`src/rtl/vga_plot_arbiter.sv`:
```
// Round-robin arbiter sharing the VGA adapter pixel-write port between three
// drawing engines, with burst locking, off-screen clipping and registered outputs.
module vga_plot_arbiter #(
    parameter int MAX_BURST = 64,
    parameter int X_MAX     = 320,
    parameter int Y_MAX     = 240
) (
    input  logic        clock,
    input  logic        resetn,
    input  logic [2:0]  req,
    input  logic [26:0] req_x,
    input  logic [23:0] req_y,
    input  logic [8:0]  req_color,
    input  logic [2:0]  req_last,
    output logic [2:0]  ack,
    output logic        plot,
    output logic [8:0]  X,
    output logic [7:0]  Y,
    output logic [2:0]  color,
    output logic [1:0]  grant_id,
    output logic        clip_err
);
    typedef enum logic {IDLE = 1'b0, BURST = 1'b1} state_t;

    localparam logic [8:0] X_LIM     = 9'(X_MAX);
    localparam logic [8:0] Y_LIM     = 9'(Y_MAX);
    localparam logic [7:0] BURST_LIM = 8'(MAX_BURST);

    // First requesting index scanning upward from the one after the last owner.
    function automatic logic [1:0] rr_pick(input logic [2:0] r, input logic [1:0] last);
        logic [1:0] first;
        logic [1:0] second;
        logic [1:0] third;
        case (last)
            2'd0:    begin first = 2'd1; second = 2'd2; third = 2'd0; end
            2'd1:    begin first = 2'd2; second = 2'd0; third = 2'd1; end
            default: begin first = 2'd0; second = 2'd1; third = 2'd2; end
        endcase
        if (r[first]) begin
            rr_pick = first;
        end else if (r[second]) begin
            rr_pick = second;
        end else begin
            rr_pick = third;
        end
    endfunction

    state_t      state_r, state_s;
    logic [1:0]  owner_r, owner_s;
    logic [1:0]  last_owner_r, last_owner_s;
    logic [7:0]  beat_cnt_r, beat_cnt_s;
    logic        plot_r, plot_s;
    logic [8:0]  x_r, x_s;
    logic [7:0]  y_r, y_s;
    logic [2:0]  color_r, color_s;
    logic        clip_err_r, clip_err_s;

    logic        sel_req_s;
    logic        sel_last_s;
    logic [8:0]  sel_x_s;
    logic [7:0]  sel_y_s;
    logic [2:0]  sel_color_s;
    logic        accept_s;
    logic        clip_s;
    logic [7:0]  beat_inc_s;

    // Select the owner's pixel slice.
    always_comb begin
        sel_req_s   = 1'b0;
        sel_last_s  = 1'b0;
        sel_x_s     = 9'd0;
        sel_y_s     = 8'd0;
        sel_color_s = 3'd0;
        case (owner_r)
            2'd0: begin
                sel_req_s = req[0]; sel_last_s = req_last[0];
                sel_x_s = req_x[8:0]; sel_y_s = req_y[7:0]; sel_color_s = req_color[2:0];
            end
            2'd1: begin
                sel_req_s = req[1]; sel_last_s = req_last[1];
                sel_x_s = req_x[17:9]; sel_y_s = req_y[15:8]; sel_color_s = req_color[5:3];
            end
            2'd2: begin
                sel_req_s = req[2]; sel_last_s = req_last[2];
                sel_x_s = req_x[26:18]; sel_y_s = req_y[23:16]; sel_color_s = req_color[8:6];
            end
            default: begin
                sel_req_s = 1'b0;
            end
        endcase
    end

    assign accept_s   = (state_r == BURST) && sel_req_s;
    // Y is zero-extended so that a limit below 256 still clips the top codes.
    assign clip_s     = (sel_x_s >= X_LIM) || ({1'b0, sel_y_s} >= Y_LIM);
    assign beat_inc_s = beat_cnt_r + 8'd1;

    // Arbitration and burst-release next-state logic.
    always_comb begin
        state_s      = state_r;
        owner_s      = owner_r;
        last_owner_s = last_owner_r;
        beat_cnt_s   = beat_cnt_r;
        case (state_r)
            IDLE: begin
                if (|req) begin
                    owner_s    = rr_pick(req, last_owner_r);
                    beat_cnt_s = 8'd0;
                    state_s    = BURST;
                end else begin
                    state_s = IDLE;
                end
            end
            BURST: begin
                if (sel_req_s) begin
                    beat_cnt_s = beat_inc_s;
                    if (sel_last_s || (beat_inc_s == BURST_LIM)) begin
                        state_s      = IDLE;
                        last_owner_s = owner_r;
                    end else begin
                        state_s = BURST;
                    end
                end else begin
                    state_s      = IDLE;
                    last_owner_s = owner_r;
                end
            end
            default: begin
                state_s = IDLE;
            end
        endcase
    end

    // Pixel datapath: plot unclipped beats, hold coordinates on clipped ones.
    always_comb begin
        plot_s     = accept_s && !clip_s;
        clip_err_s = clip_err_r | (accept_s && clip_s);
        if (plot_s) begin
            x_s     = sel_x_s;
            y_s     = sel_y_s;
            color_s = sel_color_s;
        end else begin
            x_s     = x_r;
            y_s     = y_r;
            color_s = color_r;
        end
    end

    // Acknowledge decode for the current owner.
    always_comb begin
        ack = 3'b000;
        if (accept_s) begin
            case (owner_r)
                2'd0:    ack = 3'b001;
                2'd1:    ack = 3'b010;
                2'd2:    ack = 3'b100;
                default: ack = 3'b000;
            endcase
        end else begin
            ack = 3'b000;
        end
    end

    // Control state registers; last_owner resets to 2 so requester 0 wins first.
    always_ff @(posedge clock or negedge resetn) begin
        if (!resetn) begin
            state_r      <= IDLE;
            owner_r      <= 2'd0;
            last_owner_r <= 2'd2;
            beat_cnt_r   <= 8'd0;
        end else begin
            state_r      <= state_s;
            owner_r      <= owner_s;
            last_owner_r <= last_owner_s;
            beat_cnt_r   <= beat_cnt_s;
        end
    end

    // Registered adapter-side outputs.
    always_ff @(posedge clock or negedge resetn) begin
        if (!resetn) begin
            plot_r     <= 1'b0;
            x_r        <= 9'd0;
            y_r        <= 8'd0;
            color_r    <= 3'd0;
            clip_err_r <= 1'b0;
        end else begin
            plot_r     <= plot_s;
            x_r        <= x_s;
            y_r        <= y_s;
            color_r    <= color_s;
            clip_err_r <= clip_err_s;
        end
    end

    assign plot     = plot_r;
    assign X        = x_r;
    assign Y        = y_r;
    assign color    = color_r;
    assign clip_err = clip_err_r;
    assign grant_id = (state_r == BURST) ? owner_r : 2'd3;
endmodule

```
`config.mk`:
```
export PLATFORM = sky130hd
export DESIGN_NAME = vga_plot_arbiter
export DESIGN_NICKNAME = d
export VERILOG_FILES = /design/src/rtl/vga_plot_arbiter.sv
export SDC_FILE = /design/constraint.sdc
export NUM_CORES = 1
export LEC_CHECK = 0
export BUFFER_PORTS_ARGS = -buffer_cell sky130_fd_sc_hd__buf_2
export CELL_PAD_IN_SITES_DETAIL_PLACEMENT = 0
export CELL_PAD_IN_SITES_GLOBAL_PLACEMENT = 1
export CORE_MARGIN = 4
export CORE_UTILIZATION = 35
export CTS_CLUSTER_DIAMETER = 100
export DETAILED_ROUTE_END_ITERATION = 10
export GPL_TIMING_DRIVEN = 0
export PLACE_DENSITY_LB_ADDON = 0.1
export SYNTH_ARGS = -nofsm -noshare
export SYNTH_HDL_FRONTEND = slang
export SYNTH_SLANG_ARGS = --single-unit
```
`constraint.sdc`:
```
create_clock -name clock -period 2.35 [get_ports clock]
set_input_delay 0.235 -clock clock [delete_from_list [all_inputs] [get_ports clock]]
set_output_delay 0.235 -clock clock [all_outputs]
set_load 0.05 [all_outputs]
```
==> reports/summary.txt <==
routability cong. -> 0.8148
Top delay family on crit path -> multiplexers
CTS Buffer Depth -> 2
die width -> 88.62 um
Layout fillers -> 641
Power Total -> 4.084 mW
H-Tree Depth -> 2
fin crit share -> 95.69%
switch share -> 50.01%
DR vias -> 2110
Yosys warnings -> 0
pre-CTS setup slack -> 0.2596 ns
CTS hold repair buffers -> 0
DRT iter0 DRCs -> 40
largest net degree at the start of global routing -> 36
P_sw -> 2.042 mW
1st-pass router iterations -> 4
CTS Root Cell -> clkbuf_8
maximum clock rate -> 444.7 MHz
post-synthesis register bit count -> 35
leak pwr -> 1.440 nW
post-synthesis adder-cell area fraction -> 1.100%
Design Area, Final -> 2935 um2
antenna fix cells -> 0
Slowest cell on crit path -> dfrtp_1
Mapped Cells -> 230
share of cells above drive strength 1 -> 39.46%
ys async rst share -> 100.0%
synth-to-layout area growth -> 29.04%
synth unique cells -> 51
Seq pwr share -> 24.2%
setup bufs post-CTS -> 0
Max-cap violations -> 0
endpoint class of the critical path -> output pin
RSZ-0062 raised after global routing -> false
Syn Area/Cell -> 9.890 um2
worst setup margin -> 0.1013 ns
# rows -> 29
Final nets -> 401
Clk pin slew, worst setup/hold paths -> 0.08 ns
post-synthesis xor/xnor area fraction -> 0.3850%
starting density of the core -> 36.03%
syn_nets -> 300
Post-Synth Simple-Gate Area -> 16.17%
worst-path fanout max -> 7
crit-path cells -> buf_6 > mux2_4 > mux2i_2 > nand2b_4 > nor3_1 > buf_2
setup TNS -> 0 ns
WP data arrival -> 2.01 ns
relative slew slack -> 44.20%
kind of critical path -> reg2out
die area -> 7853 um2
Register-to-Register Path Depth -> 7
CORE AREA -> 6314 um2
internal power -> 2.042 mW
vias in the first global route -> 1969
I/O Pins -> 95
post-synthesis sequential area ratio -> 38.56%
Final ANT Viol Nets -> 0
largest family of logic cells by synthesized area -> multiplexers
Clock Power Share -> 10.6%
first-pass GRT wire length -> 9818 um
initial antenna violation count -> 0
multiplexer share of the synthesized area -> 20.63%
Power Dens Cells -> 1391 nW/um2
Vias/cell -> 5.159
Setup violations, final -> 0
worst path required time -> 2.12 ns
max-slew violation count -> 0
Buffers on Ports -> 94
compound-gate portion of the synthesized area -> 18.10%
synthesized area -> 2275 um2
CTS buffer count -> 5
top_reg_cell synth -> dfrtp_1
GRT Residual Overflow -> 0
DIE HEIGHT -> 88.62 um
Sinks on Clock Net -> 35
gr usage total -> 16.15%
Worst-Margin Slew -> 0.8370 ns
CTS tree -> done
WL final -> 6398 um
HP Class -> in2async
Post-synth EDFFs -> 0
r2r setup slk -> 0.29 ns
Comb pwr share -> 65.2%
Final Instance Count excl. Fillers -> 409
Fin. Hold Viols -> 0
worst ir drop on vdd -> 0.6890 mV
routed length per instance -> 15.64 um
Clk Latency, worst-skew pair -> 0.29 ns
crit path launch type -> flop
drc violations -> 0
Cells after DPL -> 401
Worst path max stage delay -> 0.38 ns
min cycle time layout -> 2.249 ns
Post-DP Area -> 2846 um2
WP depth -> 6
final clock skew -> 0.007442 ns
WP buf/inv -> 2
detailed placer's ending HPWL -> 4875 um
status -> completed
[registers in the layout (all words and copies together) (netlist names)]
name / flops
X: 9
Y: 8
beat_cnt_r: 8
clip_err: 1
color: 3
last_owner_r: 2
owner_r: 2
plot: 1
state_r: 1
[Yosys cell counts, types with 2 or more instances]
cell type	number	share of area (%)
a22o_1	2	0.77
mux2_4	15	9.9
nor3_1	6	1.3
buf_6	3	1.5
inv_1	5	0.83
nand2b_1	4	1.1
a21oi_1	5	1.1
o2bb2ai_1	8	3.1
and3_1	2	0.55
o21ai_1	7	1.5
a31oi_1	3	0.83
buf_2	2	0.44
nor2_1	9	1.5
nand3_1	4	0.88
nor3b_1	2	0.66
o21ai_0	17	3.7
clkbuf_1	8	1.3
o22a_1	3	1.2
nand3b_1	2	0.66
nand2_1	29	4.8
a32oi_1	2	0.77
a21o_1	2	0.66
dfrtp_1	34	37
and2_1	4	1.1
nand4_1	2	0.55
ha_1	2	1.1
mux2i_1	23	10
o21bai_1	2	0.66
[cells in the final DEF, fill, tap and decap left out, types with 4 or more instances in the layout]
cell type,n
buf_2,96
clkbuf_1,10
a21oi_1,5
clkbuf_8,5
mux2i_1,23
mux2_4,15
o21ai_0,17
inv_1,5
nor2_1,9
nand2_1,29
dfrtp_1,34
and2_1,4
nand3_1,4
o21ai_1,7
o2bb2ai_1,8
nor3_1,6
[power by group through the flow]
stage               combinational [mW]  clock [mW]  sequential (mW)
finish                            2.66       0.433            0.989
global route                      2.89       0.479             1.02
CTS                               2.70       0.450            0.985
detailed placement                2.69           0            0.993
global placement                  2.68           0            0.984
floorplan                         1.48           0             1.58
[timing repair]
| action | in CTS | in global routing |
|---|---|---|
| gates resized for setup | 1 | 1 |
| hold endpoints to repair | 0 | 0 |
| pin swaps | 0 | 0 |
| endpoints found under the setup margin | 2 | 2 |
[worst reg2reg max path: cells and delay by family (launching register included)]
kind / cells / cell delay [ns]
buf+inv: 2 / 0.29
mux: 3 / 0.94
simple gates: 2 / 0.32
flops: 1 / 0.38
[cells by family after synthesis]
logic type	Yosys count
muxes	39
xor gates and xnor gates	1
buffers and inverters	20
and+or+nand+nor	73
AOI/OAI and AO/OA	60
DFF	35
adders and majority gates	2
[area by class of cell]
cell class	count	area, um2	share of cell area, %
multi-input combinational	175	1295	44.12
sequential	35	877.1	29.88
clock inverter	1	5.005	0.1705
timing repair buffer	94	470.5	16.03
clock buffer	7	76.32	2.600
inverter	5	18.77	0.6394
tap	77	96.34	3.282
buffer	15	96.34	3.282
[layer usage]
metal / global-route usage, % / up-vias / wire [um]
met2: 25.36 / 63 / 2940
met5: 0 / - / 0
met1: 22.70 / 1002 / 2983
li1: - / 1043 / -
met3: 3.445 / 2 / 443
met4: 4.121 / 0 / 31
[per-stage QoR]
| step | utilization [%] | hold WS (ns) |
|---|---|---|
| global placement | 45.09 | 0.3881 |
| floorplan | - | -0.06059 |
| finish | 46.49 | 0.05397 |
| CTS | 46.41 | 0.08567 |
| global route | 46.49 | 0.1246 |
| detailed placement | 45.09 | 0.3973 |
[worst paths after layout]
path                            startpoint  endpoint
worst min register to register    clip_err  clip_err
min in group clock               req_x[22]      X[4]
worst max-delay path            owner_r[0]    ack[0]
worst min-delay path                resetn      X[7]
worst max register to register  owner_r[0]      Y[3]
max in group asynchronous           resetn      Y[1]
Note: power is estimated with default switching activity, not from simulation.
